## config.mk

```make
export PLATFORM = sky130hd
export DESIGN_NAME = mc_cu
export DESIGN_NICKNAME = d
export VERILOG_FILES = /design/src/rtl/mc_cu.sv
export SDC_FILE = /design/constraint.sdc
export NUM_CORES = 1
export LEC_CHECK = 0
export CORE_ASPECT_RATIO = 0.7
export CORE_MARGIN = 2
export CORE_UTILIZATION = 44
export DETAILED_ROUTE_END_ITERATION = 7
export HOLD_SLACK_MARGIN = 0.1
export PLACE_DENSITY_LB_ADDON = 0.08
export SYNTH_ARGS = -nofsm -noshare
export SYNTH_HDL_FRONTEND = slang
export SYNTH_SLANG_ARGS = --single-unit
export TNS_END_PERCENT = 30
```

## constraint.sdc

```tcl
create_clock -name clk -period 1.9 [get_ports clk]
set_clock_uncertainty 0.05 [all_clocks]
set_input_delay 0.19 -clock clk [delete_from_list [all_inputs] [get_ports clk]]
set_output_delay 0.19 -clock clk [all_outputs]
set_load 0.03 [all_outputs]
```

## src/rtl/mc_cu.sv

```systemverilog
// mc_cu: multi-cycle control unit for an RV32 subset.
// An IF/ID/EX/MEM/WB/HALT Moore FSM with decode outputs and a retired-instruction counter.
module mc_cu (
   input  logic        clk,
   input  logic        rst_n,
   input  logic [31:0] inst,
   input  logic [1:0]  branch,
   input  logic        imem_ack,
   input  logic        dmem_ack,
   output logic        imem_req,
   output logic        dmem_req,
   output logic        ir_we,
   output logic        pc_we,
   output logic        pc_sel,
   output logic        npc_op,
   output logic        rf_we,
   output logic [1:0]  wd_sel,
   output logic [2:0]  sext_op,
   output logic [3:0]  alu_op,
   output logic        alub_sel,
   output logic        dram_we,
   output logic [2:0]  state,
   output logic        halted,
   output logic [31:0] instret
);
   localparam logic [1:0] BR_EQ = 2'd0, BR_LT = 2'd1, BR_GT = 2'd2;
   localparam logic [1:0] RF_ALU_C = 2'd0, RF_DRAM_RD = 2'd1, RF_NPC_PC4 = 2'd2;
   localparam logic [2:0] EXT_I = 3'd1, EXT_S = 3'd2, EXT_B = 3'd3, EXT_U = 3'd4, EXT_J = 3'd5;
   localparam logic [3:0] ALU_ADD = 4'd0, ALU_SUB = 4'd1, ALU_AND = 4'd2, ALU_OR = 4'd3,
                          ALU_XOR = 4'd4, ALU_SLL = 4'd5, ALU_SRL = 4'd6, ALU_SRA = 4'd7,
                          ALU_SEL_B = 4'd8;

   typedef enum logic [2:0] {
      S_IF = 3'd0, S_ID = 3'd1, S_EX = 3'd2, S_MEM = 3'd3, S_WB = 3'd4, S_HALT = 3'd5
   } state_t;

   state_t st;
   logic   run;

   wire [6:0] opc = inst[6:0];
   wire [2:0] f3  = inst[14:12];
   wire       alt = inst[30];
   logic      unused_inst;
   assign unused_inst = ^{inst[31], inst[29:15], inst[11:7]};

   wire is_r    = opc == 7'b0110011;
   wire is_i    = opc == 7'b0010011;
   wire is_lw   = opc == 7'b0000011;
   wire is_s    = opc == 7'b0100011;
   wire is_b    = opc == 7'b1100011;
   wire is_lui  = opc == 7'b0110111;
   wire is_jal  = opc == 7'b1101111;
   wire is_jalr = opc == 7'b1100111;
   wire legal   = is_r | is_i | is_lw | is_s | is_b | is_lui | is_jal | is_jalr;

   // Only register ops may turn funct3=000 into SUB; ADDI ignores bit 30.
   function automatic logic [3:0] alu_fn(input logic [2:0] f, input logic a, input logic sub_ok);
      return f == 3'b000 ? ((sub_ok && a) ? ALU_SUB : ALU_ADD) :
             f == 3'b111 ? ALU_AND :
             f == 3'b110 ? ALU_OR  :
             f == 3'b100 ? ALU_XOR :
             f == 3'b001 ? ALU_SLL :
             f == 3'b101 ? (a ? ALU_SRA : ALU_SRL) : ALU_ADD;
   endfunction

   wire taken = f3 == 3'b000 ? branch == BR_EQ :
                f3 == 3'b001 ? branch != BR_EQ :
                f3 == 3'b100 ? branch == BR_LT :
                f3 == 3'b101 ? (branch == BR_GT || branch == BR_EQ) : 1'b0;

   wire dv = st == S_ID || st == S_EX || st == S_MEM || st == S_WB;

   assign alu_op   = !dv ? 4'd0 : is_r ? alu_fn(f3, alt, 1'b1) : is_i ? alu_fn(f3, alt, 1'b0) :
                     is_b ? ALU_SUB : is_lui ? ALU_SEL_B : ALU_ADD;
   assign alub_sel = dv && (is_i || is_lw || is_s || is_lui || is_jalr);
   assign sext_op  = !dv ? 3'd0 : (is_i || is_lw || is_jalr) ? EXT_I : is_s ? EXT_S :
                     is_b ? EXT_B : is_lui ? EXT_U : is_jal ? EXT_J : 3'd0;
   assign wd_sel   = !dv ? RF_ALU_C : is_lw ? RF_DRAM_RD : (is_jal || is_jalr) ? RF_NPC_PC4 : RF_ALU_C;
   assign pc_sel   = dv && is_jalr;
   assign npc_op   = dv && (is_jal || (is_b && taken));

   // run holds every strobe low for the first cycle after reset release.
   assign imem_req = run && st == S_IF;
   assign ir_we    = imem_req && imem_ack;
   assign dmem_req = st == S_MEM;
   assign dram_we  = st == S_MEM && is_s;
   assign pc_we    = (st == S_EX && is_b) || (st == S_MEM && is_s && dmem_ack) || st == S_WB;
   assign rf_we    = st == S_WB;
   assign halted   = st == S_HALT;
   assign state    = st;

   always_ff @(posedge clk or negedge rst_n) begin
      if (!rst_n) begin
         st      <= S_IF;
         run     <= 1'b0;
         instret <= 32'd0;
      end else begin
         run <= 1'b1;
         if (pc_we) instret <= instret + 32'd1;
         case (st)
            S_IF:    if (ir_we) st <= S_ID;
            S_ID:    st <= legal ? S_EX : S_HALT;
            S_EX:    st <= is_b ? S_IF : (is_lw || is_s) ? S_MEM : S_WB;
            S_MEM:   if (dmem_ack) st <= is_s ? S_IF : S_WB;
            S_WB:    st <= S_IF;
            S_HALT:  st <= S_HALT;
            default: st <= S_IF;
         endcase
      end
   end
endmodule

```

==> results.tsv, run 1 <==
stage	metric	value	unit
placed_design	dp_slack	-0.224	ns
floorplan	row_count	22	
clock_tree	clk_latency	0.28	ns
finish	fillers	356	
drt	wirelength	7400	um
setup_path	cp.required	1.66	ns
logic_synthesis	syn-num-nets	283	
logic_synthesis	synth_seq_area_share	37.5	%
logic_synthesis	synth-edff-count	0	
finish	multi_input_area	0.00172	mm2
floorplan	die_area	0.00608	mm2
setup_path	worstPathMaxFanout	5	
drt	ant_nets	0	
setup_path	worst_ep_arrival_time	1.86	ns
setup_path	crit_top_cell	buf_6	
setup_path	r2r_start	state[1]	
placed_design	numPortBuffers	70	
power_and_ir_drop	comb_power_share	54.3	%
global_route	grtUsageTotal	23.1	%
setup_path	reg2reg_depth	9	
floorplan	die_x	92.4	um
setup_path	worst-path-stages	6	
power_and_ir_drop	power_frac_clock	16.9	%
global_route	grt_pass1_wl	10900	um
power_and_ir_drop	p_int	0.00204	W
power_and_ir_drop	ir_worst_vdd	0.842	mV
clock_tree	clockRootBuffer	clkbuf_8	
finish	final_util	77.6	%
finish	area_growth	69.6	%
power_and_ir_drop	p_switching	0.00134	W
drt	drc	0	
setup_path	crit_path_max_incr_delay	0.51	ns
clock_tree	clk_pin_slew	0.08	ns
finish	nets	411	
timing	fin_crit	2.10	ns
logic_synthesis	ys.flop_type	dfrtp_1	
logic_synthesis	async_flop_share	100	%
clock_tree	cts_buffer_depth	2	
drt	via_per_inst	5.48	
setup_path	end_kind	primary output	
timing	finalMaxSlewViolations	0	
global_route	grt_pass1_vias	2177	
logic_synthesis	synth_area_leader_cell	dfrtp_1	
power_and_ir_drop	swShare	39.8	%
floorplan	dieHeight	65.9	um
floorplan	start_util	45.7	%
min_path	min_path_type	in -> async	
clock_tree	htree_levels	2	
clock_tree	cts_buffers	5	
placed_design	place.gp.congestion	0.840	
logic_synthesis	synth_top_area_share	37.5	%
setup_path	crit_chain	buf_6 > nor2_4 > xnor2_2 > or4_4 > nor3_4 > buf_6	
logic_synthesis	syn_inst	244	
finish	most-common-layout-cells	buf_4, clkdlybuf4s50_1, xor2_1	
timing	fin_crit_sh	111	%
outcome	violations	negative setup slack	
outcome	status	complete, but fails checks	
setup_path	cp-start-kind	flop	
global_route	antenna_found_initial	0	
setup_path	r2r_slack	-0.18	ns
timing	hold_ws	0.266	ns
finish	regArea	907	um2
drt	vias	2440	
drt	drt-initial-drc-count	165	
timing	setup_viol	24	
logic_synthesis	avgSynthCellArea	9.86	um2
power_and_ir_drop	sequentialPowerShare	28.9	%
clock_tree	cts_tree	done	
placed_design	dpl.hpwl	5100	um
drt	wl_per_cell	16.6	um
logic_synthesis	synth_cell_types	54	
finish	n_antenna_cell	0	
timing	finalSetupTns	-2.65	ns
logic_synthesis	ys_ff_latch	36	
timing	fmax	476	MHz
global_route	grt-ovfl-total	0	
finish	final_common_cell	buf_4	
logic_synthesis	netlist_area	0.00240	mm2
setup_path	path_delay_family	simple AND/OR/NAND/NOR gates	
setup_path	rr_endpoint	instret[14]	
floorplan	io_pins	92	
setup_path	cpMaxStageDelayCell	or4_4	
clock_tree	cts_sinks	36	
floorplan	core_area	0.00526	mm2
global_route	grt_max_degree	24	
setup_path	worst-path-buf-inv	2	
logic_synthesis	ys_top_cells_by_area	dfrtp_1, xor2_1, a2111oi_2	
setup_path	worstSetupPathType	reg -> out	
timing	rsz0062_at_grt	yes	
finish	drive_above_1_share	35.9	%
logic_synthesis	yosysWarnings	0	
power_and_ir_drop	leakage	1.77	nW
timing	hold_violations	0	
drt	drt-pass1-iter-count	4	
job	maxCapViolCount	0	
timing	setup_slack	-0.201	ns
power_and_ir_drop	p_per_area	828	mW/mm2
-- stage by stage --
stage | std cells | instance area (um2) | total power [W]
after floorplan | 244 | 2570 | 0.00183
after global placement | 420 | 3650 | 0.00247
after detailed placement | 420 | 3650 | 0.00250
after CTS | 433 | 3790 | 0.00309
after global routing | 445 | 4080 | 0.00355
final | 445 | 4080 | 0.00338
-- routing by layer --
layer  up-vias  track usage (%)  part of all wire [%]
li1       1160                -                     -
met1      1209             36.4                    49
met2        67             32.2                    44
met3         4             4.10                   5.5
met4         0             5.60                  0.82
met5         -                0                     0
-- area by class of cell --
| type | instances | area share [%] |
|---|---|---|
| Timing Repair Buffer | 137 | 30.5 |
| Multi-Input combinational cell | 184 | 42.1 |
| Clock buffer | 8 | 2.21 |
| Tap cell | 72 | 2.21 |
| Inverter | 8 | 0.736 |
| Sequential cell | 36 | 22.2 |
-- cell usage after synthesis, types with 2 or more instances --
master	number
dfrtp_1	36
xor2_1	32
nand2_1	16
a2111oi_2	14
nand4_1	14
a21oi_1	13
nand3_1	11
nor2_1	9
a211oi_1	8
inv_1	8
clkbuf_1	7
and3_1	6
and4_1	5
buf_2	4
nand2b_1	4
nor3_1	4
o21ai_0	4
nor3b_2	3
xnor2_1	3
a31oi_1	2
and2_1	2
buf_1	2
buf_6	2
nand3_2	2
nor2b_1	2
nor4_1	2
or3_1	2
-- logic make-up after synthesis --
kind of cell | Yosys count | share of synthesized area (%)
DFF | 36 | 37.5
and+or+nand+nor | 92 | 23.3
buffers and inverters | 24 | 4.74
xor gates and xnor gates | 35 | 12.7
adders and majority gates | 2 | 0.936
other | 1 | 0.156
muxes | 1 | 0.468
AOI/OAI and AO/OA | 53 | 20.2
-- how the worst max path moves through the flow --
stage,from,endpoint
floorplan,state[0],alu_op[2]
global placement,inst[4],instret[27]
detailed placement,inst[5],instret[27]
CTS,state[0],pc_we
global route,state[1],instret[14]
finish,state[1],alu_op[0]
-- timing repair --
| action | 4_1_cts | 5_1_grt |
|---|---|---|
| setup endpoints to repair | 17 | 34 |
| cloned | 0 | 1 |
| buffers inserted | 4 | 11 |
| resized for setup | 12 | 28 |
| hold buffers | 1 | 0 |
| hold endpoints to repair | 36 | 0 |
| pin swaps | 13 | 21 |
-- power groups by stage --
stage / Clock, W / Combinational (W) / Sequential (W)
after global routing: 0.000621 / 0.00194 / 0.000984
after detailed placement: 0 / 0.00150 / 0.00100
after global placement: 0 / 0.00147 / 0.000996
after CTS: 0.000576 / 0.00154 / 0.000970
after floorplan: 0 / 0.000706 / 0.00112
final: 0.000571 / 0.00183 / 0.000975
-- flip-flops by register name (all words and copies together) (netlist names) --
name,count
state,3
instret,32
run,1
Power figures use the tool's default switching activity.
==> run 2, diff against run 1 <==
--- a/config.mk
+++ b/config.mk
@@ -6,7 +6,6 @@
 export NUM_CORES = 1
 export LEC_CHECK = 0
 export CORE_ASPECT_RATIO = 0.7
-export CORE_MARGIN = 2
 export CORE_UTILIZATION = 44
 export DETAILED_ROUTE_END_ITERATION = 7
 export HOLD_SLACK_MARGIN = 0.1
==> results.tsv, run 2 (synthesized netlist as in run 1, its figures left out) <==
stage	metric	value	unit	change
outcome	status	complete, but fails checks		unchanged
outcome	violations	negative setup slack		unchanged
global_route	grt_pass1_wl	11400	um	was 10900 um
finish	n_antenna_cell	0		unchanged
clock_tree	clk_latency	0.28	ns	about the same
placed_design	place.gp.congestion	0.791		was 0.840
finish	most-common-layout-cells	buf_4, clkdlybuf4s50_1, xor2_1		unchanged
setup_path	cp.required	1.66	ns	about the same
drt	wl_per_cell	16.5	um	was 16.6 um
setup_path	reg2reg_depth	7		was 9
finish	nets	409		was 411
drt	drt-initial-drc-count	132		was 165
timing	fmax	490	MHz	was 476 MHz
finish	area_growth	69.3	%	was 69.6%
timing	setup_viol	25		was 24
global_route	grt_pass1_vias	2327		was 2177
clock_tree	clk_pin_slew	0.07	ns	was 0.08 ns
floorplan	core_area	0.00526	mm2	unchanged
drt	drc	0		unchanged
global_route	grtUsageTotal	24.5	%	was 23.1%
finish	largest_register_ffs	32		unchanged
drt	via_per_inst	5.57		was 5.48
job	maxCapViolCount	0		unchanged
global_route	grt_max_degree	23		was 24
clock_tree	clockRootBuffer	clkbuf_8		unchanged
floorplan	row_count	22		unchanged
clock_tree	cts_sinks	36		unchanged
timing	setup_slack	-0.139	ns	was -0.201 ns
setup_path	cp-startpoint	state[1]		unchanged
drt	wirelength	7320	um	was 7400 um
timing	finalMaxSlewViolations	0		unchanged
finish	final_cells	443		was 445
global_route	antenna_found_initial	0		unchanged
setup_path	worstPathMaxFanout	5		unchanged
timing	fin_crit	2.04	ns	was 2.10 ns
floorplan	start_util	45.7	%	unchanged
setup_path	worst_ep_arrival_time	1.80	ns	was 1.86 ns
setup_path	end_kind	primary output		unchanged
floorplan	die_area	0.00577	mm2	was 0.00608 mm2
setup_path	worstSetupPathType	reg -> out		unchanged
placed_design	placed_cells	420		unchanged
min_path	min_path_type	in -> async		unchanged
finish	final_common_cell	buf_4		unchanged
clock_tree	cts_buffers	5		unchanged
timing	fin_crit_sh	107	%	was 111%
power_and_ir_drop	p_per_area	803	mW/mm2	was 828 mW/mm2
drt	drt-pass1-iter-count	4		unchanged
setup_path	rr_endpoint	instret[17]		was instret[14]
floorplan	die_x	90.4	um	was 92.4 um
setup_path	r2r_start	state[0]		was state[1]
finish	final_util	77.4	%	was 77.6%
drt	vias	2466		was 2440
placed_design	numPortBuffers	70		unchanged
placed_design	dpl.hpwl	5070	um	was 5100 um
clock_tree	cts_buffer_depth	2		unchanged
finish	top_register	instret		unchanged
drt	ant_nets	0		unchanged
finish	drive_above_1_share	35.6	%	was 35.9%
floorplan	io_pins	92		unchanged
clock_tree	htree_levels	2		unchanged
power_and_ir_drop	ir_worst_vdd	0.878	mV	was 0.842 mV
setup_path	r2r_slack	-0.10	ns	was -0.18 ns
clock_tree	cts_tree	done		unchanged
timing	hold_violations	0		unchanged
power_and_ir_drop	leakage	1.77	nW	about the same
timing	rsz0062_at_grt	yes		unchanged
setup_path	cp-start-kind	flop		unchanged
floorplan	dieHeight	63.9	um	was 65.9 um
global_route	grt-ovfl-total	0		unchanged
-- run 2: layout make-up --
type | instances | area (um2)
multi-input combinational | 184 | 1680
timing repair buffer | 135 | 1270
fill | 341 | 1190
sequential | 36 | 907
clock buffer | 8 | 90.1
tap | 72 | 90.1
inverter | 8 | 30.0
-- run 2: per-stage QoR --
stage               setup WS (ns)  power (W)  TNS (ns)  cell area, um2  hold slack (ns)
finish                     -0.139    0.00327     -1.70            4070            0.195
global route               -0.202    0.00344     -4.52            4070            0.191
floorplan                  -0.206    0.00183     -1.42            2570           -0.156
global placement           -0.201    0.00250     -4.06            3650          -0.0422
CTS                        -0.228    0.00321     -2.36            3930            0.189
detailed placement         -0.341    0.00251     -5.63            3650          -0.0429
-- run 2: how the worst max path moves through the flow --
stage                        endpoint  cells past startpoint
after floorplan             alu_op[2]                      5
after global placement      alu_op[2]                      5
after detailed placement  instret[11]                      6
after CTS                   alu_op[2]                      5
after global routing        wd_sel[0]                      5
final                       alu_op[0]                      5
-- run 2: what timing repair did --
item,in CTS,in global routing
gates resized for setup,27,11
cloned,0,3
hold endpoints to repair,36,0
hold buffers,1,0
pin swaps,18,11
setup endpoints to repair,16,42
setup buffers,8,4
-- run 2: report_power, final --
part	switching, W	internal (W)
registers	0.000111	0.000855
clock network	0.000263	0.000296
logic	0.000913	0.000829
total	0.00129	0.00198
-- run 2: layer usage --
layer	global-route usage (%)	routed length (um)	vias to the layer above
met3	5.00	394	2
li1	-	-	1167
met5	0	0	-
met2	36.4	3290	84
met1	37.2	3620	1213
met4	3.63	10	0
-- run 2: critical path: stages (launching register included) --
cell and delay (ns):
dfrtp_2 0.44, nor2_4 0.13, xnor2_2 0.07, or4_4 0.50
nor3_2 0.18, buf_4 0.18
==> run 3, diff against run 2 <==
--- a/config.mk
+++ b/config.mk
@@ -8,9 +8,9 @@
 export CORE_ASPECT_RATIO = 0.7
 export CORE_UTILIZATION = 44
 export DETAILED_ROUTE_END_ITERATION = 7
-export HOLD_SLACK_MARGIN = 0.1
+export HOLD_SLACK_MARGIN = 0.08
 export PLACE_DENSITY_LB_ADDON = 0.08
 export SYNTH_ARGS = -nofsm -noshare
 export SYNTH_HDL_FRONTEND = slang
 export SYNTH_SLANG_ARGS = --single-unit
-export TNS_END_PERCENT = 30
+export TNS_END_PERCENT = 10
==> results.tsv, run 3 (synthesized netlist as in run 1, its figures left out) <==
stage	metric	value	unit	change
outcome	status	complete, but fails checks		unchanged
outcome	violations	negative setup slack		unchanged
power_and_ir_drop	p_total	0.00324	W	was 0.00327 W
setup_path	end_kind	flop		was primary output
drt	wirelength	8120	um	was 7320 um
floorplan	row_count	22		unchanged
setup_path	worstSetupPathType	reg -> reg		was reg -> out
timing	finalSetupTns	-2.52	ns	was -1.70 ns
clock_tree	htree_levels	2		unchanged
timing	slew_headroom	63.0	%	
min_path	min_path_type	in -> async		unchanged
drt	vias	2526		was 2466
setup_path	r2r_slack	-0.17	ns	was -0.10 ns
floorplan	die_x	90.4	um	unchanged
finish	multi_input_area	0.00174	mm2	was 0.00168 mm2
timing	fin_crit_sh	109	%	was 107%
power_and_ir_drop	p_per_area	793	mW/mm2	was 803 mW/mm2
setup_path	worstPathMaxFanout	11		was 5
finish	drive_above_1_share	36.7	%	was 35.6%
setup_path	reg2reg_depth	8		was 7
placed_design	placed_area	0.00347	mm2	was 0.00365 mm2
setup_path	cp-start-kind	flop		unchanged
floorplan	io_pins	92		unchanged
timing	tightest_slew	0.555	ns	
finish	regArea	905	um2	was 907 um2
drt	via_per_inst	5.78		was 5.57
floorplan	start_util	45.7	%	unchanged
setup_path	rr_endpoint	instret[18]		was instret[17]
finish	final_cell_area	0.00409	mm2	was 0.00407 mm2
finish	top_register	instret		unchanged
timing	rsz0062_at_grt	yes		unchanged
global_route	grt_pass1_wl	12300	um	was 11400 um
global_route	grt_max_degree	24		was 23
global_route	grtUsageTotal	27.0	%	was 24.5%
global_route	grt_pass1_vias	2348		was 2327
clock_tree	clk_latency	0.29	ns	was 0.28 ns
power_and_ir_drop	ir_worst_vdd	0.993	mV	was 0.878 mV
finish	final_common_cell	buf_4		unchanged
floorplan	dieHeight	63.9	um	unchanged
global_route	grt-ovfl-total	0		unchanged
clock_tree	clockRootBuffer	clkbuf_8		unchanged
drt	drt-pass1-iter-count	4		unchanged
floorplan	die_area	0.00577	mm2	unchanged
finish	fillers	352		was 341
timing	finalMaxSlewViolations	0		unchanged
clock_tree	cts_buffers	5		unchanged
finish	final_util	77.8	%	was 77.4%
drt	wl_per_cell	18.6	um	was 16.5 um
power_and_ir_drop	leakage	1.76	nW	was 1.77 nW
finish	nets	403		was 409
setup_path	worst_ep_arrival_time	2.21	ns	was 1.80 ns
timing	fin_crit	2.07	ns	was 2.04 ns
placed_design	place.gp.congestion	0.863		was 0.791
clock_tree	cts_tree	done		unchanged
clock_tree	clk_pin_slew	0.07	ns	about the same
finish	largest_register_ffs	32		unchanged
timing	fmax	484	MHz	was 490 MHz
finish	area_growth	70.0	%	was 69.3%
setup_path	r2r_start	state[0]		unchanged
placed_design	dpl.hpwl	4870	um	was 5070 um
job	maxCapViolCount	0		unchanged
drt	drt-initial-drc-count	98		was 132
floorplan	core_area	0.00526	mm2	unchanged
drt	drc	0		unchanged
timing	hold_ws	0.367	ns	was 0.195 ns
finish	n_antenna_cell	0		unchanged
setup_path	cp.required	2.04	ns	was 1.66 ns
timing	hold_violations	0		unchanged
finish	most-common-layout-cells	buf_4, clkdlybuf4s50_1, dfrtp_1		was buf_4, clkdlybuf4s50_1, xor2_1
clock_tree	cts_buffer_depth	2		unchanged
timing	setup_viol	30		was 25
placed_design	numPortBuffers	70		unchanged
timing	setup_slack	-0.167	ns	was -0.139 ns
clock_tree	cts_sinks	36		unchanged
global_route	antenna_found_initial	0		unchanged
drt	ant_nets	0		unchanged
[run 3: cell count changes in the layout (fill, tap and decap cells not counted), sizes merged]
cell	before	now
buf	78	72
clkbuf	10	12
dlymetal6s2s	0	1
dlygate4sd2	6	4
clkdlybuf4s50	47	46
[run 3: cell type report]
cell class,count,share of cell area [%]
Inverter,8,0.734
Tap cell,72,2.20
Clock buffer,8,2.20
Timing Repair Buffer,129,30.2
Sequential cell,36,22.1
Multi-Input combinational cell,184,42.5
[run 3: worst max-delay path, stage by stage (launching register included)]
cell,delay [ns]
dfrtp_2,0.44
buf_6,0.13
buf_6,0.12
nor3b_4,0.25
a41oi_4,0.07
buf_12,0.20
buf_4,0.17
a211oi_4,0.27
xor2_1,0.25
[run 3: stage by stage]
| stage | instances | worst slack [ns] |
|---|---|---|
| detailed placement | 412 | -0.253 |
| global route | 437 | -0.217 |
| global placement | 412 | -0.205 |
| finish | 437 | -0.167 |
| floorplan | 244 | -0.207 |
| CTS | 429 | -0.228 |
[run 3: what timing repair did]
| action | in CTS | in global routing |
|---|---|---|
| buffers inserted | 6 | 6 |
| pin swaps | 15 | 23 |
| endpoints found under the hold margin | 22 | 0 |
| gates resized for setup | 34 | 29 |
| cloned | 2 | 2 |
| hold buffers | 1 | 0 |
| setup endpoints to repair | 13 | 43 |
[run 3: worst max-delay path by stage]
stage,to,start,cells past startpoint
6_report,instret[18],state[0],8
5_1_grt,instret[13],state[0],8
4_1_cts,alu_op[2],state[1],5
3_5_place_dp,instret[11],inst[5],6
3_3_place_gp,alu_op[2],inst[3],5
2_1_floorplan,alu_op[2],state[0],5
[run 3: layer usage]
layer / GRT usage (%) / wire, um
met3: 4.88 / 427
met4: 7.46 / 179
met5: 0 / 0
met1: 39.1 / 3820
met2: 41.5 / 3700
[run 3: power by group]
group	switching [W]	total, W	internal [W]	leakage, nW
clock	0.000283	0.000579	0.000296	0.0455
combinational	0.000961	0.00170	0.000738	1.23
sequential	0.000114	0.000963	0.000850	0.477
